$ cat src/rtl/acoustics_cmd_pkg.sv
// Shared definitions for the acoustics serial command path:
// opcodes, sync nibble default and state encodings.
package acoustics_cmd_pkg;

    localparam logic [3:0] OP_SET_FREQ         = 4'hF;
    localparam logic [3:0] OP_SET_THRESH       = 4'h7;
    localparam logic [3:0] OP_SEND_MAX         = 4'h4;
    localparam logic [3:0] OP_TRIG_DETECT      = 4'hD;
    localparam logic [3:0] SYNC_NIBBLE_DEFAULT = 4'hA;

    typedef enum logic [1:0] {
        WAIT_CMD,
        WAIT_ARG_HI,
        WAIT_ARG_LO
    } frame_state_e;

    typedef enum logic [2:0] {
        RX_IDLE,
        RX_START,
        RX_DATA,
        RX_STOP,
        RX_BREAK
    } rx_state_e;

    // Opcodes that are followed by a two-byte big-endian argument.
    function automatic logic op_has_arg(input logic [3:0] op);
        return (op == OP_SET_FREQ) || (op == OP_SET_THRESH);
    endfunction

endpackage

$ cat src/rtl/uart_rx_byte.sv
// 8N1 UART byte receiver: 2-FF synchronizer plus mid-bit sampling state machine.
// Strobe/error are asserted in the cycle of the stop-bit sample.
module uart_rx_byte
    import acoustics_cmd_pkg::*;
#(
    parameter int unsigned CLKS_PER_BIT = 868
) (
    input  logic       clk_i,
    input  logic       reset_i,
    input  logic       rx_i,
    output logic       byte_valid_o,
    output logic [7:0] byte_o,
    output logic       byte_err_o,
    output logic       busy_o,
    output logic       idle_o
);

    localparam int unsigned CW = (CLKS_PER_BIT > 2) ? $clog2(CLKS_PER_BIT) : 1;
    localparam logic [CW-1:0] HALF_LAST = CW'(CLKS_PER_BIT / 2 - 1);
    localparam logic [CW-1:0] BIT_LAST  = CW'(CLKS_PER_BIT - 1);

    logic          sync1_q;
    logic          sync2_q;
    rx_state_e     state_q;
    logic [CW-1:0] cnt_q;
    logic [2:0]    bit_q;
    logic [7:0]    shift_q;

    always_ff @(posedge clk_i) begin
        if (reset_i) begin
            sync1_q <= 1'b1;
            sync2_q <= 1'b1;
            state_q <= RX_IDLE;
            cnt_q   <= '0;
            bit_q   <= '0;
            shift_q <= '0;
        end else begin
            sync1_q <= rx_i;
            sync2_q <= sync1_q;
            case (state_q)
                RX_IDLE: begin
                    cnt_q <= '0;
                    bit_q <= '0;
                    if (!sync2_q) begin
                        state_q <= RX_START;
                    end
                end
                RX_START: begin
                    if (cnt_q == HALF_LAST) begin
                        cnt_q   <= '0;
                        // A line that is high again at mid start bit was a glitch.
                        state_q <= sync2_q ? RX_IDLE : RX_DATA;
                    end else begin
                        cnt_q <= cnt_q + 1'b1;
                    end
                end
                RX_DATA: begin
                    if (cnt_q == BIT_LAST) begin
                        cnt_q   <= '0;
                        shift_q <= {sync2_q, shift_q[7:1]};
                        bit_q   <= bit_q + 1'b1;
                        if (bit_q == 3'd7) begin
                            state_q <= RX_STOP;
                        end
                    end else begin
                        cnt_q <= cnt_q + 1'b1;
                    end
                end
                RX_STOP: begin
                    if (cnt_q == BIT_LAST) begin
                        cnt_q   <= '0;
                        state_q <= sync2_q ? RX_IDLE : RX_BREAK;
                    end else begin
                        cnt_q <= cnt_q + 1'b1;
                    end
                end
                RX_BREAK: begin
                    if (sync2_q) begin
                        state_q <= RX_IDLE;
                    end
                end
                default: state_q <= RX_IDLE;
            endcase
        end
    end

    assign byte_valid_o = (state_q == RX_STOP) && (cnt_q == BIT_LAST) && sync2_q;
    assign byte_err_o   = (state_q == RX_STOP) && (cnt_q == BIT_LAST) && !sync2_q;
    assign byte_o       = shift_q;
    assign busy_o       = (state_q == RX_START) || (state_q == RX_DATA) || (state_q == RX_STOP);
    assign idle_o       = (state_q == RX_IDLE);

endmodule

$ cat src/rtl/uart_cmd_rx.sv
// Serial command front end: assembles UART bytes into opcode/argument frames
// with an inter-byte timeout; Command/Arg commit atomically with Rx_Ready.
module uart_cmd_rx
    import acoustics_cmd_pkg::*;
#(
    parameter int unsigned CLKS_PER_BIT     = 868,
    parameter logic [3:0]  SYNC_NIBBLE      = SYNC_NIBBLE_DEFAULT,
    parameter int unsigned ARG_TIMEOUT_CLKS = 2_000_000
) (
    input  logic        clk,
    input  logic        reset,
    input  logic        RsRx,
    output logic        Rx_Ready,
    output logic [3:0]  Command,
    output logic [15:0] Arg,
    output logic        Frame_Error,
    output logic        Busy
);

    localparam int unsigned TW = (ARG_TIMEOUT_CLKS > 2) ? $clog2(ARG_TIMEOUT_CLKS) : 1;
    localparam logic [TW-1:0] TO_LAST = TW'(ARG_TIMEOUT_CLKS - 1);

    logic       rx_valid;
    logic [7:0] rx_byte;
    logic       rx_err;
    logic       rx_busy;
    logic       rx_idle;

    uart_rx_byte #(
        .CLKS_PER_BIT(CLKS_PER_BIT)
    ) u_rx_byte (
        .clk_i       (clk),
        .reset_i     (reset),
        .rx_i        (RsRx),
        .byte_valid_o(rx_valid),
        .byte_o      (rx_byte),
        .byte_err_o  (rx_err),
        .busy_o      (rx_busy),
        .idle_o      (rx_idle)
    );

    frame_state_e  frame_q;
    logic [3:0]    op_q;
    logic [7:0]    arg_hi_q;
    logic [TW-1:0] to_cnt_q;
    logic          rx_ready_q;
    logic          frame_err_q;
    logic [3:0]    command_q;
    logic [15:0]   arg_q;

    always_ff @(posedge clk) begin
        if (reset) begin
            frame_q     <= WAIT_CMD;
            op_q        <= '0;
            arg_hi_q    <= '0;
            to_cnt_q    <= '0;
            rx_ready_q  <= 1'b0;
            frame_err_q <= 1'b0;
            command_q   <= '0;
            arg_q       <= '0;
        end else begin
            rx_ready_q  <= 1'b0;
            frame_err_q <= 1'b0;
            // Priority: byte error, then byte strobe (which also beats a timeout).
            if (rx_err) begin
                frame_err_q <= 1'b1;
                frame_q     <= WAIT_CMD;
                to_cnt_q    <= '0;
            end else if (rx_valid) begin
                to_cnt_q <= '0;
                case (frame_q)
                    WAIT_CMD: begin
                        if (rx_byte[7:4] != SYNC_NIBBLE) begin
                            frame_err_q <= 1'b1;
                        end else if (op_has_arg(rx_byte[3:0])) begin
                            op_q    <= rx_byte[3:0];
                            frame_q <= WAIT_ARG_HI;
                        end else begin
                            command_q  <= rx_byte[3:0];
                            rx_ready_q <= 1'b1;
                        end
                    end
                    WAIT_ARG_HI: begin
                        arg_hi_q <= rx_byte;
                        frame_q  <= WAIT_ARG_LO;
                    end
                    WAIT_ARG_LO: begin
                        command_q  <= op_q;
                        arg_q      <= {arg_hi_q, rx_byte};
                        rx_ready_q <= 1'b1;
                        frame_q    <= WAIT_CMD;
                    end
                    default: frame_q <= WAIT_CMD;
                endcase
            end else if (frame_q != WAIT_CMD && rx_idle) begin
                if (to_cnt_q == TO_LAST) begin
                    frame_err_q <= 1'b1;
                    frame_q     <= WAIT_CMD;
                    to_cnt_q    <= '0;
                end else begin
                    to_cnt_q <= to_cnt_q + 1'b1;
                end
            end
        end
    end

    assign Rx_Ready    = rx_ready_q;
    assign Frame_Error = frame_err_q;
    assign Command     = command_q;
    assign Arg         = arg_q;
    assign Busy        = (frame_q != WAIT_CMD) || rx_busy;

endmodule

$ cat config.mk
export PLATFORM = sky130hd
export DESIGN_NAME = uart_cmd_rx
export DESIGN_NICKNAME = d
export VERILOG_FILES = /design/src/rtl/acoustics_cmd_pkg.sv /design/src/rtl/uart_rx_byte.sv /design/src/rtl/uart_cmd_rx.sv
export SDC_FILE = /design/constraint.sdc
export NUM_CORES = 1
export LEC_CHECK = 0
export BUFFER_PORTS_ARGS = -buffer_cell sky130_fd_sc_hd__buf_2
export CORE_MARGIN = 2
export CORE_UTILIZATION = 30
export DETAILED_ROUTE_END_ITERATION = 6
export PLACE_DENSITY = 0.44
export REMOVE_ABC_BUFFERS = 1
export SLEW_MARGIN = 20
export SYNTH_ARGS = -nofsm -noshare
export SYNTH_HDL_FRONTEND = slang
export SYNTH_SLANG_ARGS = --single-unit
$ cat constraint.sdc
create_clock -name clk -period 5.9 [get_ports clk]
set_input_delay 0.59 -clock clk [delete_from_list [all_inputs] [get_ports clk]]
set_output_delay 0.59 -clock clk [all_outputs]
set_load 0.005 [all_outputs]
; Word level (Yosys, flattened, before mapping)
; Index checks and enable logic that the tools add are counted.
[word_totals]
inputBits = 3
latchBits = 0
register_bits = 83
n_memories = 0
ramBits = 0
mem_bits_ro = 0
word_cells = 105
[op_classes]
shift = 0
eq_ne = 23
div = 0
muxes = 33
addsub = 3
mul = 0
n_bitwise = 3
n_lt_le_gt_ge = 0
n_reduce_logical = 29
[op_table]
columns = op, n
row1 = case mux 10 bit (3 select lines), 1
row2 = two-way mux 3 bit, 8
row3 = adder 21 x 1 -> 21 bit (second input constant), 1
row4 = == test 21 bit (second input constant), 1
row5 = two-way mux 21 bit, 1
row6 = two-way mux 10 bit, 2
row7 = case mux 3 bit (5 select lines), 1
row8 = two-way mux 2 bit, 6
row9 = adder 10 x 1 -> 10 bit (second input constant), 1
row10 = == test 10 bit (second input constant), 1
row11 = == test 10 x 9 -> 1 bit (second input constant), 1
row12 = != test 2 x 1 -> 1 bit (second input constant), 5
row13 = AND reduction 5 bit, 2
row14 = nonzero test 2 bit, 5
row15 = two-way mux 1 bit, 8
row16 = two-way mux 4 bit, 2
row17 = case mux 4 bit (2 select lines), 1
row18 = == test 3 x 2 -> 1 bit (second input constant), 2
row19 = == test 3 bit (second input constant), 2
row20 = != test 2 bit (second input constant), 3
row21 = != test 3 bit (second input constant), 2
row22 = case mux 3 bit (2 select lines), 1
row23 = AND reduction 3 bit, 2
row24 = AND reduction 6 bit, 1
row25 = 20 further kinds, 31

; Depth between registers and ports, before layout
[depth]
depth_word = 6
depth_mapped = 8
depth_no_buf = 7

; Hierarchy
; Synthesis repeated with hierarchy kept, for this count alone.
[unflattened]
hier_cells = 453
hier_area_um2 = 3732.3
[by_module_without_submodules]
columns = module, cells_per_inst, seq_area_each_um2, instances, area_each_um2
row1 = uart_cmd_rx, 288, 1141.1, 1, 2419.8
row2 = uart_rx_byte, 165, 520.5, 1, 1312.5

; Worst setup path before layout
; Ideal clock, no wire load.
[synth_timing]
path_kind = register -> register
from = register u_rx_byte.cnt_q[5]
to = register to_cnt_q[5]
setup_time_ps = 115
slack_ps = 3925
required_ps = 5785
arrival_ps = 1861
period_less_slack_ps = 1975
path_stages_with_launch = 7
path_buffers = 1
path_cell_list = dfxtp_1 -> or3b_4 -> or4_1 -> nand2b_2 -> o21bai_4 -> buf_6 -> nor2_1
[synth_between]
elab_chain_cells = 4
[synth_lines]
columns = element, line
row1 = start: declaration, uart_rx_byte.sv:25  ; logic [CW-1:0] cnt_q;
row2 = start signal: assignment, uart_rx_byte.sv:54  ; cnt_q <= cnt_q + 1'b1;
row3 = start signal: assignment, uart_rx_byte.sv:66  ; cnt_q <= cnt_q + 1'b1;
row4 = start signal: assignment, uart_rx_byte.sv:74  ; cnt_q <= cnt_q + 1'b1;
row5 = == test 10 bit (*), "uart_rx_byte.sv:87, uart_rx_byte.sv:88"
row6 = logical AND 1 bit (*), "uart_rx_byte.sv:87, uart_rx_byte.sv:88"
row7 = "logical AND 1 bit, on equally long branches", "uart_rx_byte.sv:87, uart_rx_byte.sv:88"
row8 = OR reduction 3 bit (no source line) (*), n/a
row9 = end signal: assignment, uart_cmd_rx.sv:101  ; to_cnt_q <= to_cnt_q + 1'b1;
row10 = end: declaration, uart_cmd_rx.sv:45  ; logic [TW-1:0] to_cnt_q;
; Mark *: on every way between the ends. The rest lies on a longest branch, timed or not.
; A chain may end at the register's enable or synchronous reset.

; Worst setup path after layout
[layout_timing]
from = register u_rx_byte.cnt_q[5]
to = register u_rx_byte.bit_q[0]
[layout_between]
elab_chain_cells = 3
[layout_lines]
columns = element, line
row1 = == test 10 bit, uart_rx_byte.sv:58  ; if (cnt_q == BIT_LAST) begin
row2 = != test 2 x 1 -> 1 bit (no source line), n/a
row3 = AND reduction 2 bit (no source line), n/a
row4 = end signal: assignment, uart_rx_byte.sv:61  ; bit_q <= bit_q + 1'b1;
row5 = end: declaration, uart_rx_byte.sv:26  ; logic [2:0] bit_q;
; No other way between the ends.

==> flow_metrics.env <==
export IMPL_outcome="finished clean"
export IMPL_synthAdderAreaFrac_pct=1.662
export IMPL_grt_util_all_layers_pct=12.59
export IMPL_fin_util_pct=35.53
export IMPL_synthTopCellsByArea="dfxtp_1 (44%), mux2i_1 (10%), nor2_1 (6.7%)"
export IMPL_place_hpwl_mm=5.325
export IMPL_clock_sinks=83
export IMPL_wire_per_inst_um=13.05
export IMPL_finClkSkew_ns=0.006518
export IMPL_synth_area_per_cell_um2=9.202
export IMPL_cp_top_family="simple AND/OR/NAND/NOR gates"
export IMPL_fmax_ghz=0.3679
export IMPL_dr_pass1_iters=4
export IMPL_synthSimpleGateAreaFrac_pct=26.06
export IMPL_cts_resized=0
export IMPL_grt_ovfl_total=0
export IMPL_synth_area_mux_share_pct=10.97
export IMPL_cp_cell_sequence="or3b_4 -> nor3_1 -> nor3b_2 -> mux2_2 -> nor2_1"
export IMPL_start_util_pct=31.07
export IMPL_grt_setup_unrepaired="false"
export IMPL_diodes=0
export IMPL_root_buffer="clkbuf_16"
export IMPL_setup_tns_ns=0
export IMPL_core_area_mm2=0.01211
export IMPL_grt_pass1_vias=2723
export IMPL_start_kind="register"
export IMPL_drcViolationCount=0
export IMPL_wl_mm=7.817
export IMPL_cts_made_buffers=9
export IMPL_hold_viol_final=0
export IMPL_pre_cts_ws_ns=3.145
export IMPL_io_pins=26
export IMPL_cp_arrival_ns=3.00
export IMPL_syn_area_mm2=0.003764
export IMPL_worst_path_buf_inv=0
export IMPL_relSlewSlack_pct=31.96
export IMPL_slew_viol_final=0
export IMPL_hp_class="register to register"
export IMPL_synth_top_cell_by_area="dfxtp_1"
export IMPL_synth_seq_area_share_pct=44.15
export IMPL_clk_pin_slew_ns=0.06
export IMPL_antenna_found_initial=0
export IMPL_fill_cells=1283
export IMPL_leakage_nw=1.696
export IMPL_routabilityCongestion=0.7969
export IMPL_crit_fanout=13
export IMPL_min_period_over_period_pct=46.07
export IMPL_ctsHoldBuffers=0
export IMPL_die_area_mm2=0.01346
export IMPL_vias_per_cell=4.780
export IMPL_cts_buffer_depth=2
export IMPL_syn_instance_count=409
export IMPL_ant_nets=0
export IMPL_fin_crit_ns=2.718
export IMPL_ys_flop_type="dfxtp_1"
export IMPL_areaGrowthSynthToFinish_pct=14.33
export IMPL_setup_ws_ns=3.182
export IMPL_cts_tree="yes"
export IMPL_post_cts_buffers=0
export IMPL_synth_top_family_by_area="simple AND/OR/NAND/NOR gates"
export IMPL_crit_type="register to register"
export IMPL_cap_violations=0
export IMPL_synth_compound_area_share_pct=9.641
export IMPL_place_inst=583
export IMPL_p_per_area_mw_per_mm2=269.6
export IMPL_tightest_slew_ns=1.016
export IMPL_synth_async_reset_ratio_pct=0
export IMPL_cp_slowest_cell="nor3b_2"
export IMPL_ir_worst_vdd_uv=210.2
export IMPL_htreeDepth=3
export IMPL_ys_ff_latch=83
export IMPL_port_buffers=25
export IMPL_grt_max_degree=41
export IMPL_grt_pass1_wl_mm=13.25
export IMPL_stdcell_count=599
export IMPL_cp_end_kind="register"
export IMPL_synth_warnings=0
export IMPL_finalSetupViolCount=0
export IMPL_via_count=2863
export IMPL_final_nets=434
export IMPL_die_height_um=116.0
export IMPL_synth_edf_count=0
export IMPL_synthXorXnorAreaFrac_pct=3.956
export IMPL_num_rows=40
export IMPL_synth_top_area_share_pct=44.15
export IMPL_power_w=0.001160
export IMPL_drtIter0Drc=121
export IMPL_required_ns=6.18
export IMPL_yosysUniqueCellTypes=57
export IMPL_slowest_delay_ns=0.91
export IMPL_clkLatencyLatePin_ns=0.34
export IMPL_die_x_um=116.0
export IMPL_drive_gt1_share_pct=13.92
-- cell type report --
class | count | area [um^2] | share of cell area (%)
inverter | 7 | 26.28 | 0.6106
clock inverter | 5 | 61.31 | 1.425
tap | 168 | 210.2 | 4.885
timing repair buffer | 26 | 132.6 | 3.082
multi-input combinational | 299 | 1968 | 45.74
sequential | 83 | 1662 | 38.62
clock buffer | 11 | 242.7 | 5.641
-- flip-flops by register name, indices dropped and copies added (netlist names) --
register,count
u_rx_byte.byte_o,8
u_rx_byte.sync2_q,1
u_rx_byte.bit_q,3
arg_hi_q,8
frame_q,2
Command,4
Frame_Error,1
u_rx_byte.state_q,3
u_rx_byte.sync1_q,1
Arg,16
op_q,4
to_cnt_q,21
u_rx_byte.cnt_q,10
Rx_Ready,1
-- worst paths after layout --
kind                            cells past startpoint  slack [ns]                             from                               to
worst max-delay path                                5        3.18  u_rx_byte.cnt_q[5]$_SDFFE_PP0P_  u_rx_byte.bit_q[0]$_SDFFE_PP0P_
worst min-delay path                                1        0.42     u_rx_byte.sync1_q$_SDFF_PP1_     u_rx_byte.sync2_q$_SDFF_PP1_
worst max register to register                      5        3.18  u_rx_byte.cnt_q[5]$_SDFFE_PP0P_  u_rx_byte.bit_q[0]$_SDFFE_PP0P_
worst min register to register                      1        0.42     u_rx_byte.sync1_q$_SDFF_PP1_     u_rx_byte.sync2_q$_SDFF_PP1_
-- cell usage after synthesis (2+ instances only) --
library cell	number
a211oi_2	4
and4_1	4
o22ai_1	3
and2_1	2
nor4_1	3
or4_1	2
a211oi_1	2
xnor2_1	6
nand3_1	14
nand4_1	8
a21boi_0	2
mux2_2	2
ha_1	5
a31oi_1	2
or4bb_1	2
nand2_1	25
buf_6	4
a22oi_1	2
o21ai_0	12
or3_1	7
xor2_1	11
nor3_1	9
nor2_1	67
o211ai_1	2
buf_2	2
nand2b_1	3
mux2i_1	39
inv_1	7
nor2b_1	8
clkbuf_1	12
dfxtp_1	83
or2_2	2
buf_1	2
and3_1	6
nand3b_1	5
nand4b_1	2
a21oi_1	18
-- metal layers --
layer	vias to the layer above	share of wire, %	track usage (%)
met5	-	0	0
met4	0	1.5	5.000
met3	8	3.9	4.184
met2	39	44	19.73
met1	1343	50	16.05
li1	1473	-	-
-- where the power goes --
part | switching (W) | total [W] | internal (W)
registers | 0.00000258 | 0.000564 | 0.000561
clock network | 0.000235 | 0.000577 | 0.000342
logic | 0.0000138 | 0.0000190 | 0.00000522
total | 0.000251 | 0.00116 | 0.000909
-- stage by stage --
| step | hold WS (ns) | area [um^2] |
|---|---|---|
| after floorplan | 0.3895 | 3656 |
| after global placement | 0.4066 | 3999 |
| after detailed placement | 0.4052 | 3999 |
| after CTS | 0.4213 | 4303 |
| after global routing | 0.4240 | 4303 |
| final | 0.4222 | 4303 |
-- cell usage in the layout, fill, tap and decap left out, types with 9 or more instances in the layout --
master / count
dfxtp_1: 83
nor2_1: 67
mux2i_1: 39
nand2_1: 25
buf_2: 25
a21oi_1: 18
nand3_1: 14
o21ai_0: 11
xor2_1: 11
nor3_1: 9
clkbuf_16: 9
-- cells by family (layout without fill, tap and decap cells) --
family / after synthesis / in the layout
AOI/OAI and AO/OA: 54 / 54
DFF: 83 / 83
adders and majority gates: 5 / 5
xor gates and xnor gates: 17 / 17
muxes: 41 / 41
and+or+nand+nor: 182 / 182
buffers and inverters: 27 / 49
Note: power is estimated with default switching activity, not from simulation.
